$ cat src/rtl/record_play_sequencer.sv
// Record/play sequencer: captures one recording, then replays it a commanded number of loops
// with a fixed play-low gap between loops, guarded by a stall watchdog and an abort input.
module record_play_sequencer #(
    parameter int unsigned LOOP_WIDTH    = 8,
    parameter int unsigned TIMEOUT_WIDTH = 16,
    parameter int unsigned GAP_CYCLES    = 2
) (
    input  logic                  clk,
    input  logic                  resetn,
    input  logic                  cmd_valid,
    output logic                  cmd_ready,
    input  logic [1:0]            cmd_op,
    input  logic [LOOP_WIDTH-1:0] cmd_loops,
    input  logic                  abort,
    input  logic                  rec_valid,
    input  logic                  rec_ready,
    input  logic                  rec_last,
    input  logic                  ply_valid,
    input  logic                  ply_ready,
    input  logic                  ply_last,
    output logic                  record,
    output logic                  play,
    output logic                  busy,
    output logic                  done,
    output logic                  error,
    output logic [1:0]            err_code,
    output logic [LOOP_WIDTH-1:0] loops_done
);

    typedef enum logic [2:0] {StIdle, StCapture, StReplay, StGap, StDone} state_t;

    localparam logic [1:0] ErrNone    = 2'b00;
    localparam logic [1:0] ErrTimeout = 2'b01;
    localparam logic [1:0] ErrNoCap   = 2'b10;
    localparam logic [1:0] ErrAbort   = 2'b11;

    state_t                   state_q, state_d;
    logic                     have_capture_q, have_capture_d;
    logic [TIMEOUT_WIDTH-1:0] wd_q, wd_d;
    logic [3:0]               gap_q, gap_d;
    logic [LOOP_WIDTH-1:0]    target_q, target_d;
    logic [LOOP_WIDTH-1:0]    loops_q, loops_d;
    logic [1:0]               err_code_q, err_code_d;
    logic                     error_q, error_d;

    logic                     rec_beat, ply_beat, wd_expire;
    logic [TIMEOUT_WIDTH-1:0] wd_inc;
    logic [LOOP_WIDTH-1:0]    loops_inc;

    assign rec_beat  = rec_valid && rec_ready;
    assign ply_beat  = ply_valid && ply_ready;
    assign wd_inc    = wd_q + 1'b1;
    // Expire on the cycle whose increment would bring the watchdog to all-ones.
    assign wd_expire = &wd_inc;
    assign loops_inc = (&loops_q) ? loops_q : loops_q + 1'b1;

    always_comb begin
        state_d        = state_q;
        have_capture_d = have_capture_q;
        wd_d           = wd_q;
        gap_d          = gap_q;
        target_d       = target_q;
        loops_d        = loops_q;
        err_code_d     = err_code_q;
        error_d        = 1'b0;

        unique case (state_q)
            StIdle: begin
                if (cmd_valid) begin
                    case (cmd_op)
                        2'b01: begin
                            state_d        = StCapture;
                            have_capture_d = 1'b0;
                            err_code_d     = ErrNone;
                            wd_d           = '0;
                        end
                        2'b10: begin
                            if (have_capture_q) begin
                                state_d    = StReplay;
                                target_d   = (cmd_loops == '0) ? LOOP_WIDTH'(1) : cmd_loops;
                                loops_d    = '0;
                                err_code_d = ErrNone;
                                wd_d       = '0;
                            end else begin
                                err_code_d = ErrNoCap;
                                error_d    = 1'b1;
                            end
                        end
                        default: ;
                    endcase
                end
            end
            StCapture: begin
                if (abort) begin
                    state_d        = StIdle;
                    have_capture_d = 1'b0;
                    err_code_d     = ErrAbort;
                    error_d        = 1'b1;
                end else if (rec_beat && rec_last) begin
                    state_d        = StDone;
                    have_capture_d = 1'b1;
                end else if (rec_beat) begin
                    wd_d = '0;
                end else if (wd_expire) begin
                    state_d    = StIdle;
                    err_code_d = ErrTimeout;
                    error_d    = 1'b1;
                end else begin
                    wd_d = wd_inc;
                end
            end
            StReplay: begin
                if (abort) begin
                    state_d    = StIdle;
                    err_code_d = ErrAbort;
                    error_d    = 1'b1;
                end else if (ply_beat && ply_last) begin
                    loops_d = loops_inc;
                    gap_d   = '0;
                    state_d = (loops_inc == target_q) ? StDone : StGap;
                end else if (ply_beat) begin
                    wd_d = '0;
                end else if (wd_expire) begin
                    state_d    = StIdle;
                    err_code_d = ErrTimeout;
                    error_d    = 1'b1;
                end else begin
                    wd_d = wd_inc;
                end
            end
            StGap: begin
                if (abort) begin
                    state_d    = StIdle;
                    err_code_d = ErrAbort;
                    error_d    = 1'b1;
                end else if (gap_q == 4'(GAP_CYCLES - 1)) begin
                    state_d = StReplay;
                    wd_d    = '0;
                end else begin
                    gap_d = gap_q + 4'd1;
                end
            end
            StDone: begin
                state_d = StIdle;
                if (abort) begin
                    err_code_d = ErrAbort;
                    error_d    = 1'b1;
                end
            end
            default: state_d = StIdle;
        endcase
    end

    always_ff @(posedge clk) begin
        if (!resetn) begin
            state_q        <= StIdle;
            have_capture_q <= 1'b0;
            wd_q           <= '0;
            gap_q          <= '0;
            target_q       <= LOOP_WIDTH'(1);
            loops_q        <= '0;
            err_code_q     <= ErrNone;
            error_q        <= 1'b0;
        end else begin
            state_q        <= state_d;
            have_capture_q <= have_capture_d;
            wd_q           <= wd_d;
            gap_q          <= gap_d;
            target_q       <= target_d;
            loops_q        <= loops_d;
            err_code_q     <= err_code_d;
            error_q        <= error_d;
        end
    end

    assign cmd_ready  = (state_q == StIdle);
    assign record     = (state_q == StCapture);
    assign play       = (state_q == StReplay);
    assign busy       = (state_q != StIdle);
    assign done       = (state_q == StDone);
    assign error      = error_q;
    assign err_code   = err_code_q;
    assign loops_done = loops_q;

endmodule

$ cat config.mk
export PLATFORM = sky130hd
export DESIGN_NAME = record_play_sequencer
export DESIGN_NICKNAME = d
export VERILOG_FILES = /design/src/rtl/record_play_sequencer.sv
export SDC_FILE = /design/constraint.sdc
export NUM_CORES = 1
export LEC_CHECK = 0
export BUFFER_PORTS_ARGS = -buffer_cell sky130_fd_sc_hd__buf_2
export CELL_PAD_IN_SITES_DETAIL_PLACEMENT = 1
export CELL_PAD_IN_SITES_GLOBAL_PLACEMENT = 2
export CORE_MARGIN = 4
export CORE_UTILIZATION = 36
export DETAILED_ROUTE_END_ITERATION = 10
export PLACE_DENSITY_LB_ADDON = 0.1
export SYNTH_ARGS = -nofsm -noshare
export SYNTH_HDL_FRONTEND = slang
export SYNTH_SLANG_ARGS = --single-unit
$ cat constraint.sdc
create_clock -name clk -period 7.8 [get_ports clk]
set_clock_uncertainty 0.05 [all_clocks]
set_input_delay 0.39 -clock clk [delete_from_list [all_inputs] [get_ports clk]]
set_output_delay 0.39 -clock clk [all_outputs]
set_load 0.02 [all_outputs]
==> run metrics, run 1 <==
Post-Synthesis Net Count ~400; total die area around 9500 um^2; Clk pwr share around a third; effective utilization at floorplan a little under two fifths; post-synthesis instance area approximately 2900 um^2; number of synthesized flops with an enable pin 0; type of the setup path with the least slack flip-flop to flip-flop; proportion of layout cells with a drive suffix above 1 between 10% and 20%; switching pwr 0.112 mW; Required @ worst endpoint around 7.9 ns; Final Wtd Congestion around 0.87; Finish-stage setup viols 0; clock edge transition at the registers on the reported setup and hold paths about 0.080 ns; aggregate negative setup slack 0 ns; Detailed Route WL ~8.2 mm; width of the die slightly below 100 um; relative area change from synthesis to final layout 10.5%; number of unique standard cell types used by synthesis 63; peak fanout along the critical path 14; number of gates given a new drive strength after cts 0; finished layout cell area roughly 3200 um^2; vertical extent of the die 97.4 um; clk sink count 43; result of the run completed; number of nets in the final layout about 420; RSZ-0062 raised after global routing no; maximum clock rate ~340 MHz; commonest register cell after synthesis dfxtp_1; area of the placeable core between 7000 and 8000 um^2; multi-input logic area 1890 um^2; worst vdd ir 0.0647 mV; Post-CTS Setup Bufs 0; remaining max-slew budget at the tightest pin between 50% and 60%; number of max-cap violations 0; Antenna Cells 0; DP Worst Slack roughly 4.9 ns; via count of the first global-routing pass roughly 2800; synthesized netlist cell count ~370; storage element area roughly 860 um^2; routed via count 2770; gate family responsible for the most delay along the worst path compound AO/OA/AOI/OAI gates; I/O pins 36; post-DR wirelength/cell between 15 and 20 um; H-tree level count 2; combinational group share of total power between 10% and 20%; number of pins exceeding their max-slew limit in the final report 0; clk buf depth 2; Root Driver clkbuf_8; CTS tree done; longest individual stage delay on the worst path ~0.7 ns; Slew @ Worst Pin between 0.6 and 0.7 ns; final worst hold slack 0.293 ns; insertion delay of the later-clocked pin in the worst-skew pair 0.30 ns; antenna violations before repair 0; Critical Path End Type flip-flop; power per standard cell area between 100 and 150 nW/um^2; Critical Path, Cell by Cell or3_1 -> inv_1 -> nand3_1 -> a22oi_1 -> o21ai_0 -> a32oi_1 -> nor2_1; CP Data Arrival Time between 3 and 4 ns; flip-flop and latch count after synthesis 43; mean cell area of the mapped netlist between 7 and 8 um^2; cell type of the slowest stage on the worst timing path a22oi_1; Inserted Clock Buffers 5; PnR Total Power just over 0.4 mW; final hold violation count 0; drt via density 5.60; all-layer global routing usage roughly 18%; placement-stage cell area between 3000 and 4000 um^2; hold-fix buffer count after cts 0; maximum number of pins on one net before global-route repair 20; dpl hpwl 6.19 mm; fill cell instance count of the final layout ~1000; Port-buffer cells 35; Leakage Power between 1 and 1.5 nW; count of TritonRoute iterations in the first routing pass 4; final period utilization 38.0%; cell-internal power roughly 0.3 mW; critical path buffer and inverter count 1; Min-Delay Path Class primary input to flip-flop; Placement Rows 32; global-route wire length before repair 14.0 mm; DRC violation count after routing 0; number of warnings reported in the yosys synthesis log 0; kind of launch point of the worst setup path flip-flop; switching share of total power between 20 and 30%; first-iteration detailed-routing DRC count 79; fin worst setup slack 4.83 ns; share of synthesized area occupied by flip-flops and latches 29.9%; FFs w/ async S/R, synth 0%; Seq pwr share 54.7%; antenna violation net count after detailed routing 0; minimum clock period after layout ~3.0 ns; leftover overflow at the end of global routing 0
-- per-stage QoR --
step	cells	utilization (%)
finish	495	40.9
global route	495	40.9
CTS	495	40.9
detailed placement	487	39.9
global placement	487	39.9
floorplan	374	-
-- metal layers --
layer	global-route usage [%]	vias to the layer above	part of all wire, %	wire length (um)
met5	0	-	0	0
met4	3.83	0	0.92	76
met3	3.52	6	3.1	257
met2	27.5	47	44	3590
met1	25.1	1337	52	4300
li1	-	1380	-	-
-- worst paths after layout --
| check | from | endpoint | slack [ns] | cells after the start |
|---|---|---|---|---|
| setup reg to reg | state_q[0]$_SDFFE_PN0P_ | loops_done[1]$_SDFFE_PN0P_ | 4.83 | 7 |
| hold / removal | cmd_loops[6] | target_q[6]$_SDFFE_PN0P_ | 0.29 | 3 |
| hold reg to reg | err_code[0]$_SDFFE_PN0P_ | err_code[0]$_SDFFE_PN0P_ | 0.42 | 2 |
| setup / recovery | state_q[0]$_SDFFE_PN0P_ | loops_done[1]$_SDFFE_PN0P_ | 4.83 | 7 |
-- worst min-delay path, cell delays in order --
cell     delay (ns)
buf_2          0.09
mux2i_1        0.06
nor2_1         0.07
-- placed cells by master (no fill, tap or decap), drive strengths merged, types with 11 or more instances in the layout --
cell type	netlist	layout
nand3	18	18
a21oi	18	18
dfxtp	43	43
xor2	19	19
mux2i	13	13
nor3	11	11
nor2	49	49
nand2	35	35
buf	4	36
nand4	15	15
o21ai	16	16
-- power groups by stage --
stage / logic (mW) / registers, mW / clock network, mW
after floorplan: 0.0255 / 0.229 / 0
after detailed placement: 0.0417 / 0.230 / 0
after CTS: 0.0419 / 0.225 / 0.152
final: 0.0417 / 0.225 / 0.145
after global placement: 0.0412 / 0.230 / 0
after global routing: 0.0466 / 0.226 / 0.161
-- flip-flops by register name, summed over array words and instances, names as in the netlist --
register	count
state_q	3
target_q	8
gap_q	4
wd_q	16
error	1
loops_done	8
have_capture_q	1
err_code	2
-- cells in the mapped netlist (5+ instances only) --
library cell	n	share of area, %
dfxtp_1	43	30
mux2i_1	13	4.5
and3_1	9	2.0
nand3_1	17	3.0
clkbuf_1	19	2.5
nor2_1	49	6.4
xnor2_1	10	3.0
xor2_1	19	5.8
a21oi_1	18	3.1
nand2_1	35	4.6
inv_1	8	1.0
nand4_1	13	2.8
ha_1	5	2.2
nor3_1	11	1.9
nand2b_1	10	2.2
o21ai_0	13	2.3
-- area by class of cell --
class,instances,area share [%]
clock buffer,6,2.28
clock inverter,2,0.393
inverter,9,1.06
multi-input combinational,297,59.4
sequential,43,27.1
tap,102,4.01
timing repair buffer,36,5.74
-- cell families after synthesis --
logic type	share of synthesized area, %
AOI/OAI and AO/OA	17.3
xor gates and xnor gates	8.82
adders and majority gates	2.17
buffers and inverters	4.65
DFF	29.9
muxes	5.30
and+or+nand+nor	31.8
No activity file was read; power rests on OpenSTA's default activity.
==> run 2, diff against run 1 <==
--- a/config.mk
+++ b/config.mk
@@ -9,7 +9,7 @@
 export CELL_PAD_IN_SITES_DETAIL_PLACEMENT = 1
 export CELL_PAD_IN_SITES_GLOBAL_PLACEMENT = 2
 export CORE_MARGIN = 4
-export CORE_UTILIZATION = 36
+export CORE_UTILIZATION = 34
 export DETAILED_ROUTE_END_ITERATION = 10
 export PLACE_DENSITY_LB_ADDON = 0.1
 export SYNTH_ARGS = -nofsm -noshare
==> constraint.sdc (replaced) <==
create_clock -name clk -period 3 [get_ports clk]
set_clock_uncertainty 0.05 [all_clocks]
set_input_delay 0.15 -clock clk [delete_from_list [all_inputs] [get_ports clk]]
set_output_delay 0.15 -clock clk [all_outputs]
set_load 0.02 [all_outputs]
==> run metrics, run 2 (synthesis gave the netlist of run 1 again) <==
insertion delay of the later-clocked pin in the worst-skew pair 0.30 ns; flip-flop count of the largest register after layout 16; most frequent cells in the layout nor2_1, dfxtp_1, nand2_1, buf_2, xor2_1; DRC violation count after routing 0; CTS tree done; Port-buffer cells 35; Inserted Clock Buffers 5; total die area 10000 um^2; fin worst setup slack around 0.33 ns; antenna violations before repair 0; dpl hpwl approximately 6.3 mm; largest reg by FF count wd_q; Placement Rows 33; final period utilization roughly 89%; number of non-filler instances in the completed layout roughly 500; H-tree level count 2; number of instances in the placed design around 500; routed via count around 2800; R2R cell count 8; most common cell after layout, fill and taps aside nor2_1; count of TritonRoute iterations in the first routing pass 4; leftover overflow at the end of global routing 0; kind of launch point of the worst setup path flip-flop; vertical extent of the die approximately 100 um; Antenna Cells 0; maximum number of pins on one net before global-route repair 15; storage element area roughly 860 um^2; peak fanout along the critical path 7; final standard cell utilization of the core approximately two fifths; number of max-cap violations 0; Critical Path, Cell by Cell ha_1 -> and3_1 -> nand3_1 -> xor2_1 -> a2111o_1 -> o31a_2 -> nand4_1 -> mux2i_1; I/O pins 36; clk buf depth 2; finished layout cell area ~3300 um^2; capture point of the worst reg-to-reg path wd_q[10]$_SDFFE_PN0P_; Required @ worst endpoint approximately 3.2 ns; Final Wtd Congestion roughly 0.84; via count of the first global-routing pass between 2000 and 3000; startpoint of the lowest-slack register-to-register path wd_q[0]$_SDFFE_PN0P_; width of the die ~100 um; final worst hold slack roughly 0.055 ns; first-iteration detailed-routing DRC count 57; Leakage Power about 1.3 nW; multi-input logic area about 1900 um^2; minimum clock period after layout ~2.7 ns; worst reg2reg setup slack 0.33 ns; clock edge transition at the registers on the reported setup and hold paths approximately 0.09 ns; clk sink count 43; result of the run completed; maximum clock rate around 380 MHz; Hold Crit Start cmd_loops[3]; post-DR wirelength/cell about 16 um; final hold violation count 0; Slew @ Worst Pin 0.634 ns; power per standard cell area 342 nW/um^2; Finish-stage setup viols 0; worst vdd ir around 0.15 mV; Min-Delay Path Class primary input to flip-flop; drt via density about 5.5; CP Data Arrival Time ~2.9 ns; fill cell instance count of the final layout roughly 1000; area of the placeable core 8220 um^2; relative area change from synthesis to final layout 13.3%; type of the setup path with the least slack flip-flop to flip-flop; PnR Total Power about 1.1 mW; antenna violation net count after detailed routing 0; Critical Path End Type flip-flop; Root Driver clkbuf_8; effective utilization at floorplan between 30% and 40%; placement-stage cell area 3150 um^2; proportion of layout cells with a drive suffix above 1 16.8%; Detailed Route WL between 8 and 9 mm; number of pins exceeding their max-slew limit in the final report 0; Hold Path Stages 3; remaining max-slew budget at the tightest pin 57.7%; RSZ-0062 raised after global routing no; Hold Crit Endpoint target_q[3]$_SDFFE_PN0P_; DP Worst Slack 0.160 ns; number of nets in the final layout between 400 and 500; longest individual stage delay on the worst path approximately 0.5 ns; aggregate negative setup slack 0 ns; global-route wire length before repair between 10 and 15 mm; cell type of the slowest stage on the worst timing path dfxtp_1; all-layer global routing usage ~17%
run 2: layer usage:
layer	part of all wire (%)	track usage (%)	routed length, um	vias to the layer above
li1	-	-	-	1393
met3	2.9	2.99	241	7
met4	0.96	4.04	79	0
met5	0	0	0	-
met1	53	25.3	4390	1318
met2	43	26.7	3530	36
run 2: power breakdown:
part	total, mW	internal (mW)	switching (mW)	leakage [nW]
clock network	0.420	0.210	0.211	0.0505
logic	0.113	0.0425	0.0708	0.927
registers	0.583	0.575	0.00738	0.347
total	1.12	0.828	0.289	1.32
run 2: worst max-delay path by stage:
| stage | from | endpoint | cells after the start |
|---|---|---|---|
| final | wd_q[0]$_SDFFE_PN0P_ | wd_q[10]$_SDFFE_PN0P_ | 8 |
| after global routing | loops_done[1]$_SDFFE_PN0P_ | state_q[0]$_SDFFE_PN0P_ | 8 |
| after CTS | loops_done[0]$_SDFFE_PN0P_ | state_q[0]$_SDFFE_PN0P_ | 8 |
| after detailed placement | loops_done[0]$_SDFFE_PN0P_ | state_q[0]$_SDFFE_PN0P_ | 8 |
| after global placement | loops_done[0]$_SDFFE_PN0P_ | state_q[0]$_SDFFE_PN0P_ | 8 |
| after floorplan | wd_q[0]$_SDFFE_PN0P_ | wd_q[3]$_SDFFE_PN0P_ | 9 |
run 2: worst max-delay path, delay by kind of cell (launching register included):
kind,cells,cell delay [ns]
muxes,1,0.18
adders and majority gates,1,0.28
and+or+nand+nor,3,0.57
DFF,1,0.49
xor gates and xnor gates,1,0.16
AOI/OAI and AO/OA,2,0.86
run 2: cell type report:
type	instances	area share (%)
Tap cell	105	4.03
Clock buffer	7	2.95
Clock inverter	1	0.230
Inverter	9	1.04
Sequential cell	43	26.4
Timing Repair Buffer	43	7.21
Multi-Input combinational cell	297	58.1
run 2: timing repair:
| item | CTS | global route |
|---|---|---|
| gates resized for setup | 0 | 3 |
| hold buffers | 0 | 0 |
| setup buffers | 0 | 0 |
| endpoints found under the setup margin | 0 | 3 |
==> run 3, diff against run 2 <==
--- a/config.mk
+++ b/config.mk
@@ -12,6 +12,7 @@
 export CORE_UTILIZATION = 34
 export DETAILED_ROUTE_END_ITERATION = 10
 export PLACE_DENSITY_LB_ADDON = 0.1
+export REMOVE_ABC_BUFFERS = 1
 export SYNTH_ARGS = -nofsm -noshare
 export SYNTH_HDL_FRONTEND = slang
 export SYNTH_SLANG_ARGS = --single-unit
==> run metrics, run 3 (synthesis gave the netlist of run 1 again) <==
result of the run completed; peak fanout along the critical path 10; switching pwr around 0.31 mW; Finish-stage setup viols 0; worst reg2reg setup slack about 0.23 ns; count of TritonRoute iterations in the first routing pass 4; maximum number of pins on one net before global-route repair 18; relative area change from synthesis to final layout 12.5%; flip-flop count of the largest register after layout 16; Detailed Route WL between 8 and 9 mm; Inserted Clock Buffers 5; largest reg by FF count wd_q; CTS tree done; CP Data Arrival Time between 2 and 3 ns; hold-fix buffer count after cts 0; switching share of total power between 20% and 30%; total die area 10000 um^2; first-iteration detailed-routing DRC count 55; number of pins exceeding their max-slew limit in the final report 0; cell-internal power between 0.7 and 0.8 mW; aggregate negative setup slack 0 ns; remaining max-slew budget at the tightest pin roughly 53%; longest individual stage delay on the worst path approximately 0.54 ns; drt via density about 5.6; gate family responsible for the most delay along the worst path simple AND/OR/NAND/NOR gates; combinational group share of total power 10.4%; leftover overflow at the end of global routing 0; final standard cell utilization of the core between 30 and 40%; Port-buffer cells 35; startpoint of the lowest-slack register-to-register path loops_done[0]$_SDFFE_PN0P_; maximum clock rate ~360 MHz; insertion delay of the later-clocked pin in the worst-skew pair approximately 0.3 ns; stages on the worst setup path 8; clk buf depth 2; global-route wire length before repair around 14 mm; fill cell instance count of the final layout slightly above 1000; Slew @ Worst Pin between 0.7 and 0.8 ns; power per standard cell area about 340 nW/um^2; Root Driver clkbuf_8; clock edge transition at the registers on the reported setup and hold paths 0.09 ns; kind of launch point of the worst setup path flip-flop; H-tree level count 2; clk sink count 43; proportion of layout cells with a drive suffix above 1 roughly 16%; area of the placeable core 8220 um^2; cell type of the slowest stage on the worst timing path dfxtp_1; finished layout cell area between 3000 and 4000 um^2; placement-stage cell area ~3100 um^2; Hold Crit Endpoint target_q[1]$_SDFFE_PN0P_; effective utilization at floorplan 35.0%; final period utilization 92.2%; Min-Delay Path Class primary input to flip-flop; via count of the first global-routing pass 2835; number of gates given a new drive strength after cts 0; antenna violation net count after detailed routing 0; Clk pwr share between 30% and 40%; Leakage Power between 1 and 1.5 nW; all-layer global routing usage approximately 18%; DRC violation count after routing 0; Placement Rows 33; Antenna Cells 0; dpl hpwl 6.41 mm; worst vdd ir between 0.15 and 0.2 mV; Final Wtd Congestion approximately 0.84; Seq pwr share 53.0%; Hold Crit Start cmd_loops[1]; type of the setup path with the least slack flip-flop to flip-flop; capture point of the worst reg-to-reg path state_q[1]$_SDFFE_PN0P_; RSZ-0062 raised after global routing no; vertical extent of the die between 100 and 150 um; routed via count 2806; final hold violation count 0; Post-CTS Setup Bufs 0; number of nets in the final layout 423; antenna violations before repair 0; R2R cell count 8; Hold Path Stages 3; critical path buffer and inverter count 0; most common cell after layout, fill and taps aside nor2_1; I/O pins 36; minimum clock period after layout ~2.8 ns; Critical Path End Type flip-flop; post-DR wirelength/cell between 15 and 20 um; number of max-cap violations 0; Required @ worst endpoint around 3.2 ns; most frequent cells in the layout nor2_1, dfxtp_1, nand2_1, buf_2, xor2_1; Critical Path, Cell by Cell ha_2 -> and4_1 -> nand2_1 -> a21boi_0 -> nand4_1 -> nor4_1 -> nand4b_1 -> o2bb2ai_1; width of the die ~100 um
-- run 3: worst max path at each step --
| stage | start | to | slack [ns] |
|---|---|---|---|
| 2_1_floorplan | state_q[0]$_SDFFE_PN0P_ | wd_q[3]$_SDFFE_PN0P_ | 0.22 |
| 3_3_place_gp | loops_done[0]$_SDFFE_PN0P_ | state_q[1]$_SDFFE_PN0P_ | 0.18 |
| 3_5_place_dp | loops_done[1]$_SDFFE_PN0P_ | state_q[0]$_SDFFE_PN0P_ | 0.24 |
| 4_1_cts | loops_done[0]$_SDFFE_PN0P_ | state_q[0]$_SDFFE_PN0P_ | 0.22 |
| 5_1_grt | loops_done[0]$_SDFFE_PN0P_ | state_q[1]$_SDFFE_PN0P_ | 0.05 |
| 6_report | loops_done[0]$_SDFFE_PN0P_ | state_q[1]$_SDFFE_PN0P_ | 0.23 |
-- run 3: per-stage QoR --
stage          setup slack, ns  power, mW  hold WS (ns)  instances
4_1_cts                  0.224       1.13        0.0360        504
2_1_floorplan            0.215      0.658         0.179        349
6_report                 0.233       1.10        0.0420        504
3_3_place_gp             0.182      0.708         0.354        496
3_5_place_dp             0.240      0.711         0.363        496
5_1_grt                 0.0509       1.16        0.0273        504
-- run 3: layout make-up --
class,instances,area [um^2],area share [%]
clock buffer,5,68.8,2.12
clock inverter,3,23.8,0.734
inverter,9,33.8,1.04
multi-input combinational,297,1890,58.4
sequential,43,861,26.6
tap,105,131,4.06
timing repair buffer,42,228,7.03
-- run 3: power groups by stage --
stage	clock, mW	combinational [mW]	sequential, mW
floorplan	0	0.0598	0.598
global placement	0	0.113	0.595
detailed placement	0	0.115	0.596
CTS	0.428	0.115	0.583
global route	0.446	0.126	0.584
finish	0.402	0.114	0.583
-- run 3: routing by layer --
layer / vias to the layer above / track usage, % / wire length [um] / part of all wire [%]
li1: 1400 / - / - / -
met1: 1370 / 22.7 / 3940 / 46
met2: 27 / 31.1 / 4290 / 50
met3: 9 / 2.92 / 180 / 2.1
met4: 0 / 4.04 / 105 / 1.2
met5: - / 0 / 0 / 0
-- run 3: worst reg2reg max path: cells and delay by family (launching register included) --
| family | cells | cell delay [ns] |
|---|---|---|
| AND/OR/NAND/NOR | 5 | 1.41 |
| flip-flops | 1 | 0.54 |
| adder cells (fa/ha/maj) | 1 | 0.36 |
| AO/OA/AOI/OAI | 2 | 0.31 |
